===== src/rtl/hazard_controller.sv =====
// hazard_controller: pipeline sequencer for fetch/decode/execute/memory.
// Detects load-use hazards, holds the pipe on data-memory busy, flushes the
// younger stages after a taken branch, and raises a sticky memory timeout.
// Optional build macro HAZARD_PERF_CNT_EN adds three 32-bit performance counters.
module hazard_controller #(
    parameter int unsigned FLUSH_CYCLES = 2,   // 1..7
    parameter int unsigned MEM_TIMEOUT  = 15   // 1..255
) (
    input  logic        clk,
    input  logic        reset,
    input  logic [3:0]  dec_rn,
    input  logic [3:0]  dec_rm,
    input  logic [3:0]  dec_rs,
    input  logic [2:0]  dec_use,
    input  logic [3:0]  ex_rd,
    input  logic        ex_is_load,
    input  logic        ex_wb_en,
    input  logic        branch_taken,
    input  logic        mem_busy,
    output logic        stall_fetch,
    output logic        stall_decode,
    output logic        sel_stall,
    output logic        stall_execute,
    output logic        flush_fetch,
    output logic        flush_decode,
    output logic        mem_err,
`ifdef HAZARD_PERF_CNT_EN
    output logic [31:0] perf_stalls,
    output logic [31:0] perf_flushes,
    output logic [31:0] perf_memwait,
`endif
    output logic [1:0]  state
);

    typedef enum logic [1:0] {
        StRun     = 2'd0,
        StMemWait = 2'd1,
        StFlush   = 2'd2,
        StErr     = 2'd3
    } state_e;

    localparam logic [2:0] FlushLoad = 3'(FLUSH_CYCLES);
    localparam logic [7:0] WaitMax   = 8'(MEM_TIMEOUT);

    state_e     state_q, state_d;
    logic [2:0] flush_cnt_q, flush_cnt_d;
    logic [7:0] wait_cnt_q, wait_cnt_d;
    logic [7:0] wait_inc;
    logic       pend_br_q, pend_br_d;
    logic       mem_err_q, mem_err_d;
    // Low on the first cycle after reset so that cycle is fully quiet.
    logic       active_q;

    logic       load_use;
    logic       sf_raw, sd_raw, sel_raw, se_raw, flush_raw;

    // Load-use hazard: a load in execute writing a register that decode reads.
    always_comb begin
        load_use = ex_is_load && ex_wb_en && (ex_rd != 4'hF) &&
                   ((dec_use[0] && (dec_rn == ex_rd)) ||
                    (dec_use[1] && (dec_rm == ex_rd)) ||
                    (dec_use[2] && (dec_rs == ex_rd)));
    end

    // Next-state, counter and same-cycle output decode.
    always_comb begin
        state_d     = state_q;
        flush_cnt_d = flush_cnt_q;
        wait_cnt_d  = wait_cnt_q;
        pend_br_d   = pend_br_q;
        mem_err_d   = mem_err_q;
        sf_raw      = 1'b0;
        sd_raw      = 1'b0;
        sel_raw     = 1'b0;
        se_raw      = 1'b0;
        flush_raw   = 1'b0;
        wait_inc    = (wait_cnt_q == 8'hFF) ? 8'hFF : wait_cnt_q + 8'd1;

        unique case (state_q)
            StRun: begin
                if (branch_taken) begin
                    state_d     = StFlush;
                    flush_cnt_d = FlushLoad;
                    pend_br_d   = 1'b0;
                end else if (mem_busy) begin
                    sf_raw     = 1'b1;
                    sd_raw     = 1'b1;
                    se_raw     = 1'b1;
                    state_d    = StMemWait;
                    wait_cnt_d = 8'd1;
                end else if (load_use) begin
                    sf_raw  = 1'b1;
                    sd_raw  = 1'b1;
                    sel_raw = 1'b1;
                end
            end
            StMemWait: begin
                if (mem_busy) begin
                    sf_raw     = 1'b1;
                    sd_raw     = 1'b1;
                    se_raw     = 1'b1;
                    wait_cnt_d = wait_inc;
                    if (branch_taken) begin
                        pend_br_d = 1'b1;
                    end
                    if (wait_inc >= WaitMax) begin
                        state_d   = StErr;
                        mem_err_d = 1'b1;
                    end
                end else begin
                    wait_cnt_d = 8'd0;
                    if (pend_br_q || branch_taken) begin
                        state_d     = StFlush;
                        flush_cnt_d = FlushLoad;
                        pend_br_d   = 1'b0;
                    end else begin
                        state_d = StRun;
                    end
                end
            end
            StFlush: begin
                flush_raw = 1'b1;
                se_raw    = mem_busy;
                if (branch_taken) begin
                    flush_cnt_d = FlushLoad;
                end else if (flush_cnt_q <= 3'd1) begin
                    flush_cnt_d = 3'd0;
                    state_d     = StRun;
                end else begin
                    flush_cnt_d = flush_cnt_q - 3'd1;
                end
            end
            StErr: begin
                sf_raw    = 1'b1;
                sd_raw    = 1'b1;
                se_raw    = 1'b1;
                mem_err_d = 1'b1;
            end
            default: state_d = StRun;
        endcase

        // Ignore all inputs on the first cycle after reset.
        if (!active_q) begin
            state_d     = StRun;
            flush_cnt_d = 3'd0;
            wait_cnt_d  = 8'd0;
            pend_br_d   = 1'b0;
            mem_err_d   = 1'b0;
            sf_raw      = 1'b0;
            sd_raw      = 1'b0;
            sel_raw     = 1'b0;
            se_raw      = 1'b0;
            flush_raw   = 1'b0;
        end
    end

    // State registers with synchronous active-low reset.
    always_ff @(posedge clk) begin
        if (!reset) begin
            state_q     <= StRun;
            flush_cnt_q <= 3'd0;
            wait_cnt_q  <= 8'd0;
            pend_br_q   <= 1'b0;
            mem_err_q   <= 1'b0;
            active_q    <= 1'b0;
        end else begin
            state_q     <= state_d;
            flush_cnt_q <= flush_cnt_d;
            wait_cnt_q  <= wait_cnt_d;
            pend_br_q   <= pend_br_d;
            mem_err_q   <= mem_err_d;
            active_q    <= 1'b1;
        end
    end

    // Outputs are forced low while reset is held.
    always_comb begin
        stall_fetch   = reset && sf_raw;
        stall_decode  = reset && sd_raw;
        sel_stall     = reset && sel_raw;
        stall_execute = reset && se_raw;
        flush_fetch   = reset && flush_raw;
        flush_decode  = reset && flush_raw;
        mem_err       = reset && mem_err_q;
        state         = reset ? state_q : StRun;
    end

`ifdef HAZARD_PERF_CNT_EN
    logic [31:0] perf_stalls_q, perf_stalls_d;
    logic [31:0] perf_flushes_q, perf_flushes_d;
    logic [31:0] perf_memwait_q, perf_memwait_d;

    // Event counters; a branch reloading an active flush is not a new entry.
    always_comb begin
        perf_stalls_d  = perf_stalls_q + {31'd0, sel_raw};
        perf_flushes_d = perf_flushes_q +
                         {31'd0, (state_d == StFlush) && (state_q != StFlush)};
        perf_memwait_d = perf_memwait_q + {31'd0, state_q == StMemWait};
    end

    // Performance counter registers.
    always_ff @(posedge clk) begin
        if (!reset) begin
            perf_stalls_q  <= 32'd0;
            perf_flushes_q <= 32'd0;
            perf_memwait_q <= 32'd0;
        end else begin
            perf_stalls_q  <= perf_stalls_d;
            perf_flushes_q <= perf_flushes_d;
            perf_memwait_q <= perf_memwait_d;
        end
    end

    // Counter outputs, low while reset is held.
    always_comb begin
        perf_stalls  = reset ? perf_stalls_q : 32'd0;
        perf_flushes = reset ? perf_flushes_q : 32'd0;
        perf_memwait = reset ? perf_memwait_q : 32'd0;
    end
`endif

endmodule


===== config.mk =====
export PLATFORM = sky130hd
export DESIGN_NAME = hazard_controller
export DESIGN_NICKNAME = d
export VERILOG_FILES = /design/src/rtl/hazard_controller.sv
export SDC_FILE = /design/constraint.sdc
export NUM_CORES = 1
export LEC_CHECK = 0
export CORE_ASPECT_RATIO = 1.25
export CORE_MARGIN = 2
export CORE_UTILIZATION = 48
export CTS_CLUSTER_SIZE = 25
export DETAILED_ROUTE_END_ITERATION = 7
export PLACE_DENSITY = 0.79
export SYNTH_ARGS = -nofsm -noshare
export SYNTH_HDL_FRONTEND = slang
export SYNTH_SLANG_ARGS = --single-unit

===== constraint.sdc =====
create_clock -name clk -period 2.51 [get_ports clk]
set_input_delay 0.502 -clock clk [delete_from_list [all_inputs] [get_ports clk]]
set_output_delay 0.502 -clock clk [all_outputs]
set_load 0.02 [all_outputs]

== Yosys cells after proc, flatten, opt, wreduce, memory -nomap -nowiden ==
Index checks and enable logic that the tools add are counted.

* $add $sub $neg: 2
* Multipliers: 0
* Divide/modulo/power cells: 0
* Order comparisons: 2
* Equality and inequality tests: 21
* Shift operators: 0
* Multiplexer cells: 44
* Bitwise operators: 0
* Reduce and logical (&&, ||, !) cells: 24

{| class="wikitable"
|+ Operator list
! cell !! number
|-
| 2-to-1 mux 8 bit || 4
|-
| 2-to-1 mux 1 bit || 20
|-
| inequality test 2 bit, second input constant || 9
|-
| 2-to-1 mux 2 bit || 8
|-
| case mux 8 bit (2 select lines) || 1
|-
| 2-to-1 mux 3 bit || 5
|-
| == test 4 bit || 3
|-
| inequality test 3 bit, second input constant || 4
|-
| logical AND 1 bit || 11
|-
| case mux 3 bit (3 select lines) || 1
|-
| adder 8 x 1 -> 8 bit, second input constant || 1
|-
| == test 8 bit, second input constant || 1
|-
| >= comparator 8 x 4 -> 1 bit, second input constant || 1
|-
| AND reduction 4 bit || 2
|-
| case mux 2 bit (3 select lines) || 1
|-
| AND reduction 3 bit || 2
|-
| AND reduction 5 bit || 1
|-
| == test 2 bit, second input constant || 2
|-
| inequality test 4 bit, second input constant || 1
|-
| case mux 1 bit (2 select lines) || 2
|-
| case mux 1 bit (4 select lines) || 1
|-
| nonzero test 2 bit || 2
|-
| less-or-equal comparator 3 x 1 -> 1 bit, second input constant || 1
|-
| logical OR 1 bit || 3
|-
| 6 further kinds || 6
|}

* Flip-flop bits (word level): 16
* Bits in latches: 0
* RAM bits: 0
* Memory bits (read-only): 0
* Output and inout port bits: 9
* Memories: 0

== Logic depth before layout (Yosys ltp) ==
* Depth after elaboration: 11
* Gate-level depth with buffers: 8
* Mapped depth without buffers: 7

== Worst setup path before layout ==
No wires, ideal clock.

* Path kind: input to output
* From: input port ex_rd[0]
* To: output port stall_fetch
* Data arrival time: 2.018 ns
* Setup slack: -0.010 ns
* Stages on the path: 6
* Buffers on the path: 1
* Cell sequence: xor2_1 -> nor3_1 -> nand3_1 -> a31o_2 -> a2111oi_2 -> buf_4

* Word-level cells in the longest chain between the ends: 11
* Elaborated cells on any way between the ends: 17
* Those cells by class: eq/ne (4); mux (5); reduce/logical (8)

{| class="wikitable"
|+ RTL lines
! item !! line !! text
|-
| start: declaration || 15 || <nowiki>input logic [3:0] ex_rd,</nowiki>
|-
| == test 4 bit, on equally long branches || 60, 61 ||
|-
| logical AND 1 bit, on equally long branches || 60, 61 ||
|-
| logical OR 1 bit || 60 || <nowiki>((dec_use[0] && (dec_rn == ex_rd)) ||</nowiki>
|-
| logical OR 1 bit || 61 || <nowiki>(dec_use[1] && (dec_rm == ex_rd)) ||</nowiki>
|-
| logical AND 1 bit (*) || 59 || <nowiki>load_use = ex_is_load && ex_wb_en && (ex_rd != 4'hF) &&</nowiki>
|-
| 2-to-1 mux 1 bit (*) (3 in a row) || - ||
|-
| case mux 1 bit (3 select lines) (*) || - ||
|-
| 2-to-1 mux 1 bit (*) || - ||
|-
| logical AND 1 bit (*) || - ||
|-
| end: declaration || 20 || <nowiki>output logic stall_fetch,</nowiki>
|}

Mark *: on every way between the ends. The rest lies on a longest branch, timed or not.

== Worst setup path in the final report ==
* From: input port dec_rs[3]
* To: output port stall_decode

* Word-level cells in the longest chain between the ends: 10

{| class="wikitable"
|+ RTL lines
! item !! line !! text
|-
| start: declaration || 13 || <nowiki>input logic [3:0] dec_rs,</nowiki>
|-
| == test 4 bit || 62 || <nowiki>(dec_use[2] && (dec_rs == ex_rd)));</nowiki>
|-
| logical AND 1 bit || 62 ||
|-
| logical OR 1 bit || 61 ||
|-
| logical AND 1 bit || 59 ||
|-
| 2-to-1 mux 1 bit || 91 || <nowiki>end else if (load_use) begin</nowiki>
|-
| 2-to-1 mux 1 bit || 85 || <nowiki>end else if (mem_busy) begin</nowiki>
|-
| 2-to-1 mux 1 bit || 81 || <nowiki>if (branch_taken) begin</nowiki>
|-
| case mux 1 bit (3 select lines) || 79 || <nowiki>unique case (state_q)</nowiki>
|-
| 2-to-1 mux 1 bit || 143 || <nowiki>if (!active_q) begin</nowiki>
|-
| logical AND 1 bit || 179 || <nowiki>stall_decode = reset && sd_raw;</nowiki>
|-
| end: declaration || 21 || <nowiki>output logic stall_decode,</nowiki>
|}

No other way between the ends.

==> impl_metrics.py <==
metrics = {
    "yosys": {
        "yosysSeqAreaShare": 0.248,
        "synth_ff_type": "dfxtp_1",
        "yosys_warnings": 0,
        "syn_inst": 168,
        "synth_enable_flop_cells": 0,
        "async_flop_share": 0,
        "yosys_register_bits": 16,
        "synth_nets": 200,
        "yosysUniqueCellTypes": 42,
        "synth.avg_cell_area_um2": 7.68,
        "syn_area_um2": 1290,
    },
    "setup_path": {
        "crit_type": "in -> out",
        "max_stage_delay_ns": 0.31,
        "path_max_fanout": 2,
        "worstSetupStartpoint": "dec_rs[3]",
        "crit_arrival_ns": 1.96,
        "cp_cell_sequence": "dlygate4sd2_1, xor2_1, nor3_1, nand3_1, a31o_4, a2111oi_4, buf_4",
        "timing.rr.start": "state_q[0]",
        "cp-end-kind": "output port",
        "reg2reg_depth": 8,
        "cp_slowest_cell": "a2111oi_4",
        "rr_endpoint": "flush_cnt_q[2]",
        "cp.required_ns": 2.01,
        "r2r_slack_ns": 0.53,
        "crit_end": "stall_decode",
        "startpoint_type": "input port",
    },
    "clocking": {
        "cts_hold_buf": 0,
        "cts_root_buf": "clkbuf_4",
        "clock-sinks": 16,
        "cts_tree": "yes",
        "cts_buffers": 3,
        "htreeDepth": 1,
        "path_clk_slew_ns": 0.10,
        "clk_path_buf_depth": 2,
        "clk_latency_ns": 0.29,
    },
    "floorplanning": {
        "die_w_um": 50.4,
        "core_um2": 2630,
        "initial_core_util": 0.491,
        "fp.dieArea_um2": 3120,
        "die_h_um": 62.0,
        "ios": 34,
        "placementRows": 21,
    },
    "timing": {
        "setup_viol": 0,
        "period_share": 0.980,
        "hold_viol": 0,
        "tightest_slew_ns": 0.324,
        "clock.fmax_mhz": 407,
        "drv_slew": 0,
        "skew_ns": 0.000877,
        "layout_min_cycle_time_ns": 2.46,
        "fin_tns_setup_ns": 0,
        "max_slew_margin": 0.782,
    },
    "routing": {
        "vias": 1361,
        "vias_per_cell": 5.53,
        "firstDrtPassIters": 4,
        "drt-initial-drc-count": 28,
        "drc_errors": 0,
        "avgRoutedWirePerCell_um": 14.4,
        "wl_um": 3530,
        "detail-route-antenna-nets": 0,
    },
    "power": {
        "vdd_drop_max_uv": 370,
        "power_w": 0.000609,
        "p_per_area_nw_per_um2": 347,
        "p_leak_nw": 0.735,
    },
    "global_route": {
        "antenna_found_initial": 0,
        "grt_max_degree": 16,
        "grt_overflow_total": 0,
        "grt_pass1_vias": 1310,
        "grt_usage": 0.228,
        "grt_pass1_wl_um": 5420,
    },
    "placement": {
        "hpwl_um": 2770,
        "place_area_um2": 1730,
        "io_buffers": 33,
        "routabilityCongestion": 0.864,
    },
    "final_layout": {
        "drive_above_1_share": 0.184,
        "final_area_um2": 1750,
        "final_nets": 245,
        "final_core_util": 0.668,
        "area_delta_synth_final_pct": 36.0,
        "num_antenna_cells": 0,
    },
    "hold_path": {
        "hold_path_class": "reg -> reg",
        "min-delay-start": "flush_cnt_q[2]",
    },
    "run_status": {
        "status": "completed",
    },
    "job": {
        "drv_cap": 0,
    },
}
worst max-delay path: cells and delay by family:
family	cells	cell delay, ns
AO/OA/AOI/OAI	2	0.58
buffers and inverters	2	0.45
AND/OR/NAND/NOR	2	0.29
XOR/XNOR	1	0.14
metal layers:
layer / GRT usage / wire length, um
met1: 0.221 / 1420
met2: 0.481 / 1880
met3: 0.0574 / 219
met4: 0.0541 / 19
met5: 0 / 0
layout make-up:
type	instances	area, um^2
repair buffers	46	384
flip-flops and latches	16	320
multi-input cells	136	933
fillers	232	873
clock buffers	4	36.3
inverters	10	37.5
well taps	34	42.5
worst min path at each step:
stage / to / slack, ns / depth (start not counted)
CTS: flush_cnt_q[2] / 0.52 / 2
global placement: flush_cnt_q[2] / 0.48 / 2
detailed placement: flush_cnt_q[2] / 0.49 / 2
finish: flush_cnt_q[2] / 0.52 / 2
floorplan: flush_cnt_q[2] / 0.47 / 2
global route: pend_br_q / 0.54 / 2
where the power goes:
part / internal [W] / switching, W / leakage [nW] / total, W
combinational: 0.0000844 / 0.0000847 / 0.585 / 0.000169
clock: 0.0000884 / 0.0000872 / 0.0210 / 0.000176
sequential: 0.000259 / 0.00000515 / 0.130 / 0.000264
repair_timing:
item | 4_1_cts | 5_1_grt
resized for setup | 52 | 6
buffers inserted | 0 | 0
endpoints found under the setup margin | 4 | 3
pin swaps | 11 | 7
cells in the mapped netlist (3+ instances only):
cell type,n,area [um^2]
nor3_1,7,35.0
and2_1,6,37.5
nor2_1,12,45.0
o21ai_0,14,70.1
a21oi_1,18,90.1
xor2_1,10,87.6
nand3_1,6,30.0
and3_1,4,25.0
nand2_1,15,56.3
ha_1,7,87.6
xnor2_1,3,26.3
dfxtp_1,16,320
mux2i_1,5,50.1
inv_1,10,37.5
flip-flops by register name, indices dropped and copies added (netlist names):
| name | cells |
|---|---|
| mem_err_q | 1 |
| pend_br_q | 1 |
| active_q | 1 |
| flush_cnt_q | 3 |
| wait_cnt_q | 8 |
| state_q | 2 |
logic make-up after synthesis:
family / synth area share
mux: 0.0388
compound gates: 0.216
flops: 0.248
buf+inv: 0.0640
fa+ha+maj: 0.0679
xor+xnor: 0.0883
simple gates: 0.276
cells in the final DEF (no fill, tap or decap), drive strengths merged, types with 7 or more instances in the layout:
master and count:
a21oi 18, and2 7, buf 20, clkdlybuf4s50 13, dfxtp 16, dlygate4sd2 7, ha 7, inv 10
nand2 15, nor2 12, nor3 8, o21ai 14, xor2 10
through the flow:
step	std cells	worst slack [ns]	hold slack [ns]
floorplan	168	0.168	0.466
global placement	242	-0.679	0.480
detailed placement	242	-0.763	0.491
CTS	246	0.00477	0.516
global route	246	-0.0277	0.538
finish	246	0.0507	0.516
Note: power is estimated with default switching activity, not from simulation.
